**config.mk**
```make
export PLATFORM = sky130hd
export DESIGN_NAME = modq_mul_pipe_flat
export DESIGN_NICKNAME = d
export VERILOG_FILES = /design/src/rtl/modq_pkg.sv /design/src/rtl/modq_mul_pipe_if.sv /design/src/rtl/modq_barrett_core.sv /design/src/rtl/modq_mul_pipe.sv /design/src/flat_wrapper.sv
export SDC_FILE = /design/constraint.sdc
export NUM_CORES = 1
export LEC_CHECK = 0
export ABC_CLOCK_PERIOD_IN_PS = 8730
export CORE_MARGIN = 5
export CORE_UTILIZATION = 58
export CTS_CLUSTER_SIZE = 10
export DETAILED_ROUTE_END_ITERATION = 16
export PLACE_DENSITY_LB_ADDON = 0.12
export SYNTH_ARGS = -nofsm -noshare
export SYNTH_HDL_FRONTEND = slang
export SYNTH_SLANG_ARGS = --single-unit
```
**constraint.sdc**
```tcl
create_clock -name clk -period 8.73 [get_ports clk]
set_input_delay 2.619 -clock clk [delete_from_list [all_inputs] [get_ports clk]]
set_output_delay 2.619 -clock clk [all_outputs]
set_load 0.005 [all_outputs]
```
**src/rtl/modq_pkg.sv**
```systemverilog
// Shared constants and types for the q = 3299 modular arithmetic blocks.
package modq_pkg;

    localparam int unsigned K     = 12;    // residue width
    localparam int unsigned Q     = 3299;  // modulus, 2^(K-1) < Q < 2^K
    localparam int unsigned MU    = 5085;  // floor(2^(2K) / Q)
    localparam int unsigned CNT_W = 16;    // completed-operation counter width

    typedef logic [K-1:0]   residue_t;
    typedef logic [2*K-1:0] prod_t;

endpackage

```
**src/rtl/modq_mul_pipe_if.sv**
```systemverilog
// Operand/result stream bundle for modq_mul_pipe.
// master drives operands and out_ready; slave is the multiplier.
interface modq_mul_pipe_if;
    import modq_pkg::*;

    logic             in_valid;
    logic             in_ready;
    residue_t         in_a;
    residue_t         in_b;
    logic             out_valid;
    logic             out_ready;
    residue_t         out_r;
    logic             out_err;
    logic [CNT_W-1:0] op_cnt;

    modport master (
        output in_valid, in_a, in_b, out_ready,
        input  in_ready, out_valid, out_r, out_err, op_cnt
    );

    modport slave (
        input  in_valid, in_a, in_b, out_ready,
        output in_ready, out_valid, out_r, out_err, op_cnt
    );

endinterface

```
**src/rtl/modq_barrett_core.sv**
```systemverilog
// Combinational Barrett step: 2K-bit product p -> partial residue r0 in [0, 3Q).
// Final conditional subtractions are left to the caller so they can be pipelined.
module modq_barrett_core #(
    parameter int unsigned Q  = 3299,
    parameter int unsigned K  = 12,
    parameter int unsigned MU = 5085
) (
    input  logic [2*K-1:0] p,
    output logic [K+1:0]   r0
);

    localparam int unsigned MuW = $clog2(MU + 1);
    localparam int unsigned HiW = K + 1;          // width of p >> (K-1)
    localparam int unsigned MW  = HiW + MuW;      // full width of (p >> (K-1)) * MU

    logic [HiW-1:0] p_hi;
    logic [MW-1:0]  m;
    logic [MW-1:0]  t;
    logic [MW-1:0]  tq;

    // Quotient estimate and subtraction; full-width products so nothing is lost before shifting
    always_comb begin
        p_hi = p[2*K-1:K-1];
        m    = MW'(p_hi) * MW'(MU);
        t    = m >> (K + 1);
        tq   = t * MW'(Q);
        // Subtraction at 2K width; the true difference is < 3Q so the low K+2 bits suffice
        r0   = (K+2)'(p - (2*K)'(tq));
    end

endmodule

```
**src/rtl/modq_mul_pipe.sv**
```systemverilog
// Streaming 3-stage modular multiplier for q = 3299 (multiply, Barrett, final correction).
// Optional operand range check enabled by defining MODQ_MUL_RANGE_CHK_EN.
module modq_mul_pipe
    import modq_pkg::*;
(
    input logic             clk,
    input logic             rst,
    modq_mul_pipe_if.slave  bus
);

    localparam logic [K+1:0] QW = (K+2)'(Q);

    logic             en;
    prod_t            p_q;
    logic             v1_q;
    logic [K+1:0]     r0_d;
    logic [K+1:0]     r0_q;
    logic             v2_q;
    logic [K+1:0]     r1;
    residue_t         r_red;
    residue_t         r_fin;
    residue_t         out_r_q;
    logic             out_valid_q;
    logic [CNT_W-1:0] cnt_q;

    // Whole pipeline advances whenever the output slot is free or being drained
    assign en           = !out_valid_q || bus.out_ready;
    assign bus.in_ready = en;

    // S1: full-width product; data only loads on a real input transfer
    always_ff @(posedge clk) begin
        if (rst) begin
            v1_q <= 1'b0;
        end else if (en) begin
            v1_q <= bus.in_valid;
            if (bus.in_valid) begin
                p_q <= prod_t'(bus.in_a) * prod_t'(bus.in_b);
            end
        end
    end

    modq_barrett_core #(
        .Q  (Q),
        .K  (K),
        .MU (MU)
    ) u_barrett (
        .p  (p_q),
        .r0 (r0_d)
    );

    // S2: partial residue in [0, 3Q)
    always_ff @(posedge clk) begin
        if (rst) begin
            v2_q <= 1'b0;
        end else if (en) begin
            v2_q <= v1_q;
            if (v1_q) begin
                r0_q <= r0_d;
            end
        end
    end

    // Two conditional subtractions bring r0 into [0, Q)
    always_comb begin
        r1    = (r0_q >= QW) ? r0_q - QW : r0_q;
        r_red = K'((r1 >= QW) ? r1 - QW : r1);
    end

`ifdef MODQ_MUL_RANGE_CHK_EN
    logic e1_q;
    logic e2_q;
    logic err_q;

    // Out-of-range flag rides alongside its operand pair through every stage
    always_ff @(posedge clk) begin
        if (rst) begin
            err_q <= 1'b0;
        end else if (en) begin
            if (bus.in_valid) begin
                e1_q <= (bus.in_a >= residue_t'(Q)) || (bus.in_b >= residue_t'(Q));
            end
            if (v1_q) begin
                e2_q <= e1_q;
            end
            if (v2_q) begin
                err_q <= e2_q;
            end
        end
    end

    assign r_fin       = e2_q ? '0 : r_red;
    assign bus.out_err = err_q;
`else
    assign r_fin       = r_red;
    assign bus.out_err = 1'b0;
`endif

    // S3: output register; out_r holds across bubbles and stalls
    always_ff @(posedge clk) begin
        if (rst) begin
            out_valid_q <= 1'b0;
            out_r_q     <= '0;
        end else if (en) begin
            out_valid_q <= v2_q;
            if (v2_q) begin
                out_r_q <= r_fin;
            end
        end
    end

    // Count results accepted downstream; wraps naturally
    always_ff @(posedge clk) begin
        if (rst) begin
            cnt_q <= '0;
        end else if (out_valid_q && bus.out_ready) begin
            cnt_q <= cnt_q + 1'b1;
        end
    end

    assign bus.out_valid = out_valid_q;
    assign bus.out_r     = out_r_q;
    assign bus.op_cnt    = cnt_q;

endmodule

```
**src/flat_wrapper.sv**
```systemverilog
// flat-port wrapper written by rule: the top's interface ports become plain ports
module modq_mul_pipe_flat import modq_pkg::*;
  (clk, rst, bus_in_valid, bus_in_a, bus_in_b, bus_out_ready, bus_in_ready, bus_out_valid, bus_out_r, bus_out_err, bus_op_cnt);
  modq_mul_pipe_if bus_i ();
  input logic clk;
  input logic rst;
  input wire logic [$bits(bus_i.in_valid)-1:0] bus_in_valid;
  input wire logic [$bits(bus_i.in_a)-1:0] bus_in_a;
  input wire logic [$bits(bus_i.in_b)-1:0] bus_in_b;
  input wire logic [$bits(bus_i.out_ready)-1:0] bus_out_ready;
  output wire logic [$bits(bus_i.in_ready)-1:0] bus_in_ready;
  output wire logic [$bits(bus_i.out_valid)-1:0] bus_out_valid;
  output wire logic [$bits(bus_i.out_r)-1:0] bus_out_r;
  output wire logic [$bits(bus_i.out_err)-1:0] bus_out_err;
  output wire logic [$bits(bus_i.op_cnt)-1:0] bus_op_cnt;
  assign bus_i.in_valid = bus_in_valid;
  assign bus_i.in_a = bus_in_a;
  assign bus_i.in_b = bus_in_b;
  assign bus_i.out_ready = bus_out_ready;
  assign bus_in_ready = bus_i.in_ready;
  assign bus_out_valid = bus_i.out_valid;
  assign bus_out_r = bus_i.out_r;
  assign bus_out_err = bus_i.out_err;
  assign bus_op_cnt = bus_i.op_cnt;
  modq_mul_pipe u_core (.clk(clk), .rst(rst), .bus(bus_i));
endmodule
```
==> summary.txt <==
Synth
  – Synth Register Bits: about 70
  – Post-synthesis compound-gate area fraction: 0.08054
  – FFs w/ async S/R, synth: 0
  – Register area share after synthesis: 0.1334
  – Share of the synthesized area in the top cell type: 0.3078
  – Xor/xnor cell area share of the yosys netlist: 0.05372
  – Yosys warns: 0
  – Post-Synth Adder-Cell Area: 0.5067
  – Ys flop type: edfxtp_1
  – Number of flops mapped to enable cells by yosys: 38
  – Synth Instances: between 1,000 and 1,500
  – Combinational family with the most area after synthesis: adder cells
  – Cell variety after synth: 72
  – Area leader, netlist: fa_1
  – Top cells by area, synth: fa_1, ha_1, inv_1, edfxtp_1, dfxtp_1
  – Netlist Area Pre-Place: 13,210 um2
  – Post-Synth Simple-Gate Area: 0.1233
  – Synth Net Count: 1,847
  – Syn Area/Cell: 9.392 um2
  – Multiplexer share of the synthesized area: 0.003032

Route
  – Total wire length: between 20 and 30 mm
  – Starting DRT DRC Count: between 400 and 500
  – Max layer used: met4
  – Pre-antenna DRT Iters: 4
  – Met2 WL: 15.07 mm
  – Post-route DRC: 0
  – WL met3: 528 um
  – Via count: 9,796
  – Routed vias/inst: 5.362
  – Avg WL per Cell: 15.27 um
  – Wl on met1: 11.85 mm
  – DRT antenna net count: 0

Critical path
  – Reg-to-Reg End: u_core.r0_q[13]
  – Slowest-stage cell, CP: fa_1
  – Reg-to-reg slack, setup: 0.16 ns
  – Cell depth of the worst flop-to-flop path: 33
  – Worst EP required: 8.82 ns
  – Most frequent CP cell: fa_1
  – Worst reg2reg path startpoint: u_core.p_q[20]
  – Critical path class: reg -> reg
  – Setup crit end kind: flop
  – Crit-path max cell delay: 0.55 ns
  – Highest net fanout along the worst path: 6
  – Worst Path Arrival: between 8 and 9 ns
  – CP Launch Type: flop

Global route
  – Vias in the first global route: 10,320
  – Initial antenna violation count: 0
  – Largest net degree at the start of global routing: 37
  – Total gr overflow: 0
  – GRT Overall Usage: 0.2223
  – First-pass GRT wire length: between 40 and 50 mm

Floorplanning
  – I/O pins: 59
  – Die ar.: 25,890 um2
  – Die height: ~160 um
  – Die width: roughly 160 um
  – Initial core utilization: 0.5868
  – Cell Rows: 55
  – Core area: between 20,000 and 25,000 um2

Job
  – Number of max-cap violations: 0

Clocking
  – Hold buffers post-CTS: 0
  – Htree depth: 3
  – Clk Latency, worst-skew pair: 0.34 ns
  – Clk buf depth: 2
  – CTS Sinks: 69
  – CTS tree: built
  – CTS buffer count: 9
  – CTS clk-pin slew, worst paths: 0.06 ns
  – Root Buffer: clkbuf_16

Layout
  – Area growth syn-to-layout: 17.44%
  – Ant. Diodes: 0
  – Layout fillers: 1,759
  – FF/Latch Area: approximately 1800 um2
  – Final Net Count: 1,978
  – Area of the multi-input gates: 10,530 um2
  – Fraction of layout cells with a size suffix above 1: 0.1336

Min path
  – WHS Endpoint: u_core.bus.out_r[8]
  – Hold path startpoint: u_core.bus.out_r[8]
  – HP Class: reg -> reg
  – Hold Crit Depth: 2

Timing
  – Final worst clock skew: roughly 0.013 ns
  – Unrepaired setup endpoints after global routing: true
  – Final worst path period need: 8.566 ns
  – Crit share post-route: 0.9813
  – Final Setup Violations: 0
  – Setup TNS: 0 ns
  – Slew Viols, Final: 0
  – Hold Violations, Final: 0
  – Worst slew margin: 0.2847
  – Least-Margin Pin Slew: 1.068 ns
  – Achievable Freq: ~0.12 GHz

Placement
  – Gpl congestion: 0.8198
  – HPWL Detailed: between 20 and 25 mm
  – Number of I/O port buffers: 57

Outcome
  – Status: finished, final reports clean
[routing by layer]
| layer | up-vias | GRT usage |
|---|---|---|
| met2 | 133 | 0.4148 |
| met3 | 38 | 0.02258 |
| met5 | - | 0 |
| met1 | 4897 | 0.2787 |
| met4 | 0 | 0.04963 |
| li1 | 4728 | - |
[cell type report]
class	count	area share
sequential	69	0.1136
timing repair buffer	158	0.08810
clock inverter	5	0.004357
multi-input combinational	992	0.6789
inverter	307	0.07430
clock buffer	11	0.01775
tap	285	0.02299
[synth_stat cells (13+ instances only)]
| master | count |
|---|---|
| inv_1 | 307 |
| ha_1 | 210 |
| fa_1 | 203 |
| nand2_1 | 141 |
| nor2_1 | 64 |
| and2_1 | 53 |
| xnor2_1 | 51 |
| a21oi_1 | 42 |
| edfxtp_1 | 38 |
| clkbuf_1 | 34 |
| dfxtp_1 | 31 |
| xor2_1 | 30 |
| o21ai_0 | 29 |
| or3_1 | 13 |
[placed cells by master, fill, tap and decap left out, drive strengths merged, types with 12 or more instances in the layout]
master / count
nand2: 141
o21ai: 31
xor2: 30
o21a: 12
edfxtp: 38
dfxtp: 31
buf: 101
nor3: 12
nor2: 65
a21oi: 44
fa: 203
or3: 13
ha: 210
clkdlybuf4s50: 57
and2: 53
xnor2: 51
inv: 311
[state kept, by name (all words and copies together) (netlist names)]
| name | cells |
|---|---|
| u_core.bus.out_valid | 1 |
| u_core.v2_q | 1 |
| u_core.bus.op_cnt | 16 |
| u_core.p_q | 24 |
| u_core.bus.out_r | 12 |
| u_core.r0_q | 14 |
| u_core.v1_q | 1 |
[critical path, delay by kind of cell (launching register included)]
family / cells / cell delay (ns)
compound gates: 7 / 1.25
xor+xnor: 3 / 0.37
fa+ha+maj: 12 / 4.86
buf+inv: 9 / 0.80
flops: 1 / 0.44
simple gates: 2 / 0.58
[cells by family (layout without fill, tap and decap cells)]
| logic type | Yosys count | after routing |
|---|---|---|
| simple gates | 339 | 339 |
| xor+xnor | 81 | 81 |
| buf+inv | 345 | 481 |
| flops | 69 | 69 |
| mux | 4 | 4 |
| compound gates | 154 | 154 |
| other cells | 1 | 1 |
| fa+ha+maj | 413 | 413 |
[stage by stage]
step | cell area (um2) | setup WS, ns | cells | utilization | hold slack [ns]
after floorplan | 13210 | 0.08862 | 1406 | - | 0.4403
after global placement | 14500 | 0.001382 | 1778 | 0.6445 | 0.4392
after detailed placement | 14500 | -0.1397 | 1778 | 0.6445 | 0.4462
after CTS | 15080 | 0.05172 | 1805 | 0.6702 | 0.4558
after global routing | 15510 | -0.1579 | 1827 | 0.6892 | 0.4646
final | 15510 | 0.1636 | 1827 | 0.6892 | 0.4515
[how the worst max path moves through the flow]
stage | startpoint | end | slack [ns] | depth (start not counted)
after CTS | u_core.p_q[19] | u_core.r0_q[13] | 0.05 | 33
after detailed placement | u_core.p_q[15] | u_core.r0_q[13] | -0.14 | 32
final | u_core.p_q[20] | u_core.r0_q[13] | 0.16 | 33
after global placement | u_core.p_q[15] | u_core.r0_q[13] | 0.001 | 32
after global routing | u_core.p_q[17] | u_core.r0_q[13] | -0.16 | 36
after floorplan | u_core.p_q[15] | u_core.r0_q[13] | 0.09 | 32
[what timing repair did]
| action | in CTS | in global routing |
|---|---|---|
| pin swaps | 55 | 82 |
| buffers inserted | 11 | 23 |
| setup endpoints to repair | 2 | 5 |
| resized for setup | 36 | 58 |
Power is left out: the tool's default activity adds up to more than one toggle a clock period on the data nets, which glitch-free logic cannot reach.
